## config.mk

```make
export PLATFORM = sky130hd
export DESIGN_NAME = cflog_monitor_gen
export DESIGN_NICKNAME = d
export VERILOG_FILES = /design/src/rtl/cflog_pkg.sv /design/src/rtl/cflog_loop_compressor.sv /design/src/rtl/cflog_monitor_gen.sv
export SDC_FILE = /design/constraint.sdc
export NUM_CORES = 1
export LEC_CHECK = 0
export ABC_CLOCK_PERIOD_IN_PS = 3200
export CAP_MARGIN = 10
export CORE_MARGIN = 2
export CORE_UTILIZATION = 25
export DETAILED_ROUTE_END_ITERATION = 7
export DONT_BUFFER_PORTS = 1
export PLACE_DENSITY = 0.39
export SYNTH_ARGS = -nofsm -noshare
export SYNTH_HDL_FRONTEND = slang
export SYNTH_SLANG_ARGS = --single-unit
```

## constraint.sdc

```tcl
create_clock -name clk -period 3.2 [get_ports clk]
set_input_delay 0 -clock clk [delete_from_list [all_inputs] [get_ports clk]]
set_output_delay 0 -clock clk [all_outputs]
set_load 0.02 [all_outputs]
```

## src/rtl/cflog_pkg.sv

```systemverilog
// Shared types and constants for the CFLog monitor (state types, default TCB window, loop tag).
package cflog_pkg;

  typedef enum logic [1:0] {
    PC_NOT_X = 2'd0,
    PC_IN_X  = 2'd1,
    PC_WAIT  = 2'd2
  } pc_st_e;

  typedef enum logic [1:0] {
    LOG_EXEC  = 2'd0,
    LOG_FLUSH = 2'd1,
    LOG_PEND  = 2'd2
  } log_st_e;

  localparam logic [15:0] TCB_MIN_DEF = 16'hA000;
  localparam logic [15:0] TCB_MAX_DEF = 16'hDFFE;

  // Value placed in the entry MSB to mark a loop-count entry.
  localparam logic LOOP_TAG = 1'b1;

endpackage

```

## src/rtl/cflog_loop_compressor.sv

```systemverilog
// Loop-count compression: counts loop edges, then emits a count entry followed by the
// deferred destination entry. Used only when CFLOG_LOOP_CNT_EN is defined.
module cflog_loop_compressor
  import cflog_pkg::*;
#(
  parameter int AW    = 16,
  parameter int CNT_W = 8
) (
  input  logic          clk,
  input  logic          reset,
  input  logic          req_i,
  input  logic          req_loop_i,
  input  logic          req_force_i,
  input  logic [AW-1:0] req_data_i,
  input  logic          wr_acc_i,
  output logic          cand_vld_o,
  output logic          cand_force_o,
  output logic [AW-1:0] cand_data_o,
  output logic          drop_o
);

  logic [CNT_W-1:0] cnt_q, cnt_d;
  logic             pend_q, pend_d;
  logic             pend_force_q, pend_force_d;
  logic [AW-1:0]    pend_data_q, pend_data_d;
  logic [AW-1:0]    cnt_entry;

  always_comb begin
    cnt_entry            = '0;
    cnt_entry[CNT_W-1:0] = cnt_q;
    cnt_entry[AW-1]      = LOOP_TAG;
  end

  // Output side is kept apart from the next-state side: wr_acc_i depends on cand_*.
  always_comb begin
    cand_vld_o   = 1'b0;
    cand_force_o = 1'b0;
    cand_data_o  = req_data_i;
    drop_o       = 1'b0;
    if (pend_q) begin
      cand_vld_o   = 1'b1;
      cand_force_o = pend_force_q;
      cand_data_o  = pend_data_q;
      drop_o       = req_i;
    end else if (req_i && !req_loop_i) begin
      cand_vld_o   = 1'b1;
      cand_force_o = req_force_i;
      cand_data_o  = (cnt_q != '0) ? cnt_entry : req_data_i;
    end
  end

  always_comb begin
    cnt_d        = cnt_q;
    pend_d       = 1'b0;
    pend_force_d = pend_force_q;
    pend_data_d  = pend_data_q;
    if (!pend_q && req_i) begin
      if (req_loop_i) begin
        if (cnt_q != '1) cnt_d = cnt_q + CNT_W'(1);
      end else if ((cnt_q != '0) && wr_acc_i) begin
        cnt_d        = '0;
        pend_d       = 1'b1;
        pend_force_d = req_force_i;
        pend_data_d  = req_data_i;
      end
    end
  end

  always_ff @(posedge clk) begin
    if (reset) begin
      cnt_q        <= '0;
      pend_q       <= 1'b0;
      pend_force_q <= 1'b0;
      pend_data_q  <= '0;
    end else begin
      cnt_q        <= cnt_d;
      pend_q       <= pend_d;
      pend_force_q <= pend_force_d;
      pend_data_q  <= pend_data_d;
    end
  end

endmodule

```

## src/rtl/cflog_monitor_gen.sv

```systemverilog
// Control-flow log monitor: PC tracker, write gating, pointer and flush handshake.
// Optional loop-count compression is enabled with the CFLOG_LOOP_CNT_EN macro.
//   pc_st    | meaning                         log_st | meaning
//   PC_NOT_X | PC outside the ER               EXEC   | logging normally
//   PC_IN_X  | first cycle inside the ER       FLUSH  | log full, waiting for irq
//   PC_WAIT  | executing inside the ER         PEND   | waiting for flush_ack
module cflog_monitor_gen
  import cflog_pkg::*;
#(
  parameter int            AW       = 16,
  parameter int            ENTRY_B  = 2,
  parameter logic [AW-1:0] LOG_SIZE = AW'(16'h0100),
  parameter logic [AW-1:0] TCB_MIN  = AW'(TCB_MIN_DEF),
  parameter logic [AW-1:0] TCB_MAX  = AW'(TCB_MAX_DEF),
  parameter int            CNT_W    = 8
) (
  input  logic          clk,
  input  logic          reset,
  input  logic [AW-1:0] pc,
  input  logic [AW-1:0] pc_nxt,
  input  logic [AW-1:0] er_min,
  input  logic [AW-1:0] er_max,
  input  logic          irq,
  input  logic          branch_detect,
  input  logic          loop_detect,
  input  logic [AW-1:0] top_slice,
  input  logic          flush_ack,
  output logic          flush,
  output logic          hw_wr_en,
  output logic [AW-1:0] cflow_log_ptr,
  output logic [AW-1:0] wr_data,
  output logic          log_full,
  output logic          overflow
);

  localparam logic [AW-1:0] STEP     = AW'(ENTRY_B);
  localparam logic [AW-1:0] PTR_LIM  = LOG_SIZE - STEP;
  localparam logic [AW-1:0] PTR_FULL = LOG_SIZE - STEP - STEP;

  pc_st_e        pc_st_q, pc_st_d;
  log_st_e       log_st_q, log_st_d;
  logic [AW-1:0] ptr_q, ptr_d;
  logic [AW-1:0] wr_data_q, wr_data_d;
  logic          wr_en_q, wr_en_d;
  logic          flush_q, flush_d;
  logic          ovf_q, ovf_d;

  logic pc_in_er, nxt_in_er, pc_in_tcb, nxt_in_tcb;
  logic req_er, req_tcb, req_x, raw_req, ack_kill;
  logic cand_vld, cand_force, cand_adv, src_drop, fits, allowed, wr_acc;
  logic [AW-1:0] cand_data;
  logic [AW:0]   ptr_sum;

  assign pc_in_er   = (pc >= er_min) && (pc <= er_max);
  assign nxt_in_er  = (pc_nxt >= er_min) && (pc_nxt <= er_max);
  assign pc_in_tcb  = (pc >= TCB_MIN) && (pc <= TCB_MAX);
  assign nxt_in_tcb = (pc_nxt >= TCB_MIN) && (pc_nxt <= TCB_MAX);

  assign req_er   = (pc_st_q == PC_NOT_X) && (pc == TCB_MAX) && nxt_in_er && branch_detect;
  assign req_tcb  = !pc_in_tcb && nxt_in_tcb && branch_detect;
  assign req_x    = (pc_st_q != PC_NOT_X) && branch_detect;
  assign raw_req  = req_er || req_tcb || req_x;
  assign ack_kill = (log_st_q == LOG_PEND) && flush_ack;

  // The last slot stays free for the TCB entry, hence the 2*ENTRY_B threshold.
  assign log_full = ((ptr_q + STEP) == top_slice) ||
                    ((top_slice == '0) && (ptr_q == PTR_FULL));

`ifdef CFLOG_LOOP_CNT_EN
  cflog_loop_compressor #(
    .AW    (AW),
    .CNT_W (CNT_W)
  ) u_loop (
    .clk          (clk),
    .reset        (reset),
    .req_i        (raw_req && !ack_kill),
    .req_loop_i   (loop_detect),
    .req_force_i  (req_tcb),
    .req_data_i   (pc_nxt),
    .wr_acc_i     (wr_acc),
    .cand_vld_o   (cand_vld),
    .cand_force_o (cand_force),
    .cand_data_o  (cand_data),
    .drop_o       (src_drop)
  );
  assign cand_adv = 1'b1;
`else
  assign cand_vld   = raw_req;
  assign cand_force = req_tcb;
  assign cand_data  = pc_nxt;
  // A loop edge rewrites the current entry; the header slot at 0 is never rewritten.
  assign cand_adv   = !(loop_detect && (ptr_q != '0));
  assign src_drop   = 1'b0;
`endif

  assign ptr_sum = {1'b0, ptr_q} + {1'b0, STEP};
  assign fits    = !cand_adv || (ptr_sum <= {1'b0, PTR_LIM});
  assign allowed = cand_force || ((log_st_q == LOG_EXEC) && !log_full);
  assign wr_acc  = cand_vld && !ack_kill && allowed && fits;

  always_comb begin
    ptr_d     = ptr_q;
    wr_en_d   = 1'b0;
    wr_data_d = wr_data_q;
    ovf_d     = ovf_q | (cand_vld && !wr_acc) | src_drop | (raw_req && ack_kill);
    if (ack_kill) begin
      ptr_d = '0;
    end else if (wr_acc) begin
      ptr_d     = cand_adv ? ptr_sum[AW-1:0] : ptr_q;
      wr_en_d   = 1'b1;
      wr_data_d = cand_data;
    end
  end

  always_comb begin
    pc_st_d = pc_st_q;
    case (pc_st_q)
      PC_NOT_X: if ((pc != '0) && pc_in_er) pc_st_d = PC_IN_X;
      PC_IN_X:  pc_st_d = pc_in_er ? PC_WAIT : PC_NOT_X;
      PC_WAIT:  if (!pc_in_er) pc_st_d = PC_NOT_X;
      default:  pc_st_d = PC_NOT_X;
    endcase
  end

  always_comb begin
    log_st_d = log_st_q;
    flush_d  = flush_q;
    case (log_st_q)
      LOG_EXEC: begin
        if (log_full) begin
          log_st_d = LOG_FLUSH;
          flush_d  = 1'b1;
        end
      end
      LOG_FLUSH: if (irq) log_st_d = LOG_PEND;
      LOG_PEND: begin
        if (flush_ack) begin
          log_st_d = LOG_EXEC;
          flush_d  = 1'b0;
        end
      end
      default: begin
        log_st_d = LOG_EXEC;
        flush_d  = 1'b0;
      end
    endcase
  end

  always_ff @(posedge clk) begin
    if (reset) begin
      pc_st_q   <= PC_NOT_X;
      log_st_q  <= LOG_EXEC;
      ptr_q     <= '0;
      wr_data_q <= '0;
      wr_en_q   <= 1'b0;
      flush_q   <= 1'b0;
      ovf_q     <= 1'b0;
    end else begin
      pc_st_q   <= pc_st_d;
      log_st_q  <= log_st_d;
      ptr_q     <= ptr_d;
      wr_data_q <= wr_data_d;
      wr_en_q   <= wr_en_d;
      flush_q   <= flush_d;
      ovf_q     <= ovf_d;
    end
  end

  assign flush         = flush_q;
  assign hw_wr_en      = wr_en_q;
  assign cflow_log_ptr = ptr_q;
  assign wr_data       = wr_data_q;
  assign overflow      = ovf_q;

endmodule

```

==> impl_metrics.ini <==
[outcome]
status = finished clean

[routing]
firstDrtPassIters = 5
via_count = 4067
wirelength_mm = 14.77
wl_per_cell_um = 19.08
drt-initial-drc-count = 261
viasPerCell = 5.255
ant_nets = 0
drc_errors = 0

[pwr]
p_sw_frac = 0.2762
cellInternalPower_uw = 1090
vdd_ir_drop_max_uv = 180.8
power.switching_uw = 416.0
combinationalPowerShare = 0.217
pwr_density_cell_nw_per_um2 = 307.0
clockPowerShare = 0.432
seq_power_share = 0.351
p_leak_uw = 0.002063

[timing]
finalHoldViolations = 0
slew_headroom = 0.6254
worst_pin_slew_ns = 0.5606
fin_crit_sh = 0.9338
fin_skew_ns = 0.007020
slew_violations = 0
setup_violations = 0
finalSetupTns_ns = 0
fin_crit_ns = 2.988
rsz0062_at_grt = no
fin_hold_ws_ns = 0.01611
fmax_ghz = 0.3347

[worst_setup_path]
cp_top_family = simple AND/OR/NAND/NOR gates
worst_path_most_repeated_cell = nor4_1
crit_cells = 10
start_kind = flip-flop
rr_startpoint = cflow_log_ptr[1]$_SDFFE_PP0P_
worstPathCellList = ha_1, buf_4, and3_1, nand2_1, nor4_1, nor4_1, and4_4, o31a_4, nor2_4, mux2i_1
rrSetupSlack_ns = 0.21
worstSetupPathType = reg -> reg
cp_slowest_cell = nor2_4
crit_required_ns = 3.41
ff2ff_path_depth = 10
cp-end-kind = flip-flop
critPathMaxStageDelay_ns = 0.46
regToRegEndpoint = wr_data[9]$_SDFFE_PP0P_
critPathMaxFanout = 15
arrival_ns = 3.20
crit_buf_inv = 1

[cts]
cts_tree = built
post_cts_buffers = 0
clock-sinks = 38
clkLatencyLatePin_ns = 0.28
h-tree-depth = 2
cts_root_buf = clkbuf_16
cts_buffer_depth = 2
cts_made_buffers = 5
cts.clk_slew.worst_paths_ns = 0.06

[hold_path]
hold_path_class = in -> reg
hold_depth = 2
min_from = flush_ack
hold_path_end = flush$_SDFFE_PP0P_

[job]
cap_violations = 0

[global_route]
grt_use_total = 0.1658
grt_max_degree = 33
grt_pass1_vias = 4213
antenna_found_initial = 0
grt_pass1_wl_mm = 23.08
grt_overflow_total = 0

[finish]
fill_cells = 1777
diodes = 0
multi_input_area_sq_um = 3132
stdcell_area_sq_um = 4905
seqCellArea_sq_um = 760.7
syn_to_final_growth_pct = 18.25
drive_gt1_frac = 0.08484
fin_util = 0.2989
fin_nets = 706

[floorplan]
pin_count = 122
row_count = 47
die_y_um = 132.8
die-area_sq_um = 17640
core-area_sq_um = 16410
die_x_um = 132.8
initial_utilization = 0.2528

[yosys]
synth-edff-count = 0
ys.flop_type = dfxtp_1
synthCells = 522
synth.most_common_cell = ha_1
syn_area_sq_um = 4148
yosys_warnings = 0
yosysSeqAreaShare = 0.1834
synth_top_cell_by_area = ha_1
synth_area_leaders = ha_1 20%, dfxtp_1 18%, nand4_1 4.4%, nand2_1 4.3%, mux2i_1 3.9%
synth_area_per_cell_sq_um = 7.946
syn-num-nets = 675
synth_seq_cells = 38
synth_top_area_share = 0.2021
synth-async-reset-ratio = 0
synth.distinct_cells = 61
yosys-top-cells-count = 67 x ha_1, 48 x nand2_1, 42 x inv_1, 38 x dfxtp_1, 29 x nand4_1

[placement]
port_buffers = 0
post_dp_cell_area_sq_um = 4506
place_congestion = 0.8970
hpwl_mm = 12.31
-- final cells by class --
type / count / share of cell area
clock buffer: 5 / 0.02551
clock inverter: 3 / 0.01403
inverter: 42 / 0.03214
multi-input combinational: 421 / 0.6385
sequential: 38 / 0.1551
tap: 220 / 0.05612
timing repair buffer: 45 / 0.07857
-- metrics by stage --
stage / worst slack [ns] / total power, uW / instances
floorplan: 0.1529 / 772.4 / 522
global placement: 0.1976 / 838.7 / 747
detailed placement: 0.1672 / 848.3 / 747
CTS: 0.1526 / 1530 / 774
global route: 0.02295 / 1592 / 774
finish: 0.2120 / 1506 / 774
-- cells by family after synthesis --
kind of cell	count (synthesis)	share of synthesized area
and+or+nand+nor	209	0.2890
AOI/OAI and AO/OA	105	0.1683
xor gates and xnor gates	22	0.04977
muxes	17	0.04133
other	1	0.0009041
buffers and inverters	63	0.06516
DFF	38	0.1834
adders and majority gates	67	0.2021
-- repair_timing --
item / in CTS / in global routing
resized for setup: 0 / 3
endpoints found under the setup margin: 0 / 10
hold buffers: 19 / 0
endpoints found under the hold margin: 23 / 0
-- power by group through the flow --
stage               clock, uW  sequential (uW)  combinational [uW]
finish                    650              528                 327
global route              686              531                 375
CTS                       669              529                 332
detailed placement          0              540                 308
global placement            0              539                 299
floorplan                   0              537                 235
-- worst max path at each step --
stage	start	slack (ns)	to
floorplan	cflow_log_ptr[1]$_SDFFE_PP0P_	0.15	cflow_log_ptr[2]$_SDFFE_PP0P_
global placement	cflow_log_ptr[3]$_SDFFE_PP0P_	0.20	cflow_log_ptr[3]$_SDFFE_PP0P_
detailed placement	cflow_log_ptr[1]$_SDFFE_PP0P_	0.17	wr_data[9]$_SDFFE_PP0P_
CTS	cflow_log_ptr[1]$_SDFFE_PP0P_	0.15	wr_data[9]$_SDFFE_PP0P_
global route	cflow_log_ptr[1]$_SDFFE_PP0P_	0.02	wr_data[13]$_SDFFE_PP0P_
finish	cflow_log_ptr[1]$_SDFFE_PP0P_	0.21	wr_data[9]$_SDFFE_PP0P_
-- per-layer routing --
layer  GRT usage  vias up  part of all wire
li1            -     1998                 -
met1      0.1912     1888              0.41
met2      0.2985      169              0.49
met3     0.05057       12             0.086
met4     0.04062        0             0.013
met5           0        -                 0
-- sequential cells by signal, summed over array words and instances (netlist names) --
name and cells:
wr_data 16, cflow_log_ptr 15, pc_st_q 2, hw_wr_en 1
overflow 1, flush 1, log_st_q 2
-- cells in the final DEF, fill, tap and decap left out, types with 3 or more instances in the layout --
cell and instances:
and2_1 11, o211ai_1 3, nor4_1 18, nand3_1 17, o21a_1 5, nand2_1 48
ha_1 67, nor3_1 13, buf_4 26, nor2b_1 11, o21ai_0 22, a31oi_1 6
dfxtp_1 38, or4_1 5, nand3b_1 3, mux2i_1 16, a21oi_1 26, and4_1 5
inv_1 42, dlygate4sd3_1 19, a211oi_1 4, a2111oi_0 4, o31ai_1 8, xor2_1 10
and3_1 5, o2111ai_1 3, nor2_1 23, or3_1 4, clkbuf_16 5, xnor2_1 11
a21o_1 10, nand4_1 29
(Power assumes the default switching activity.)
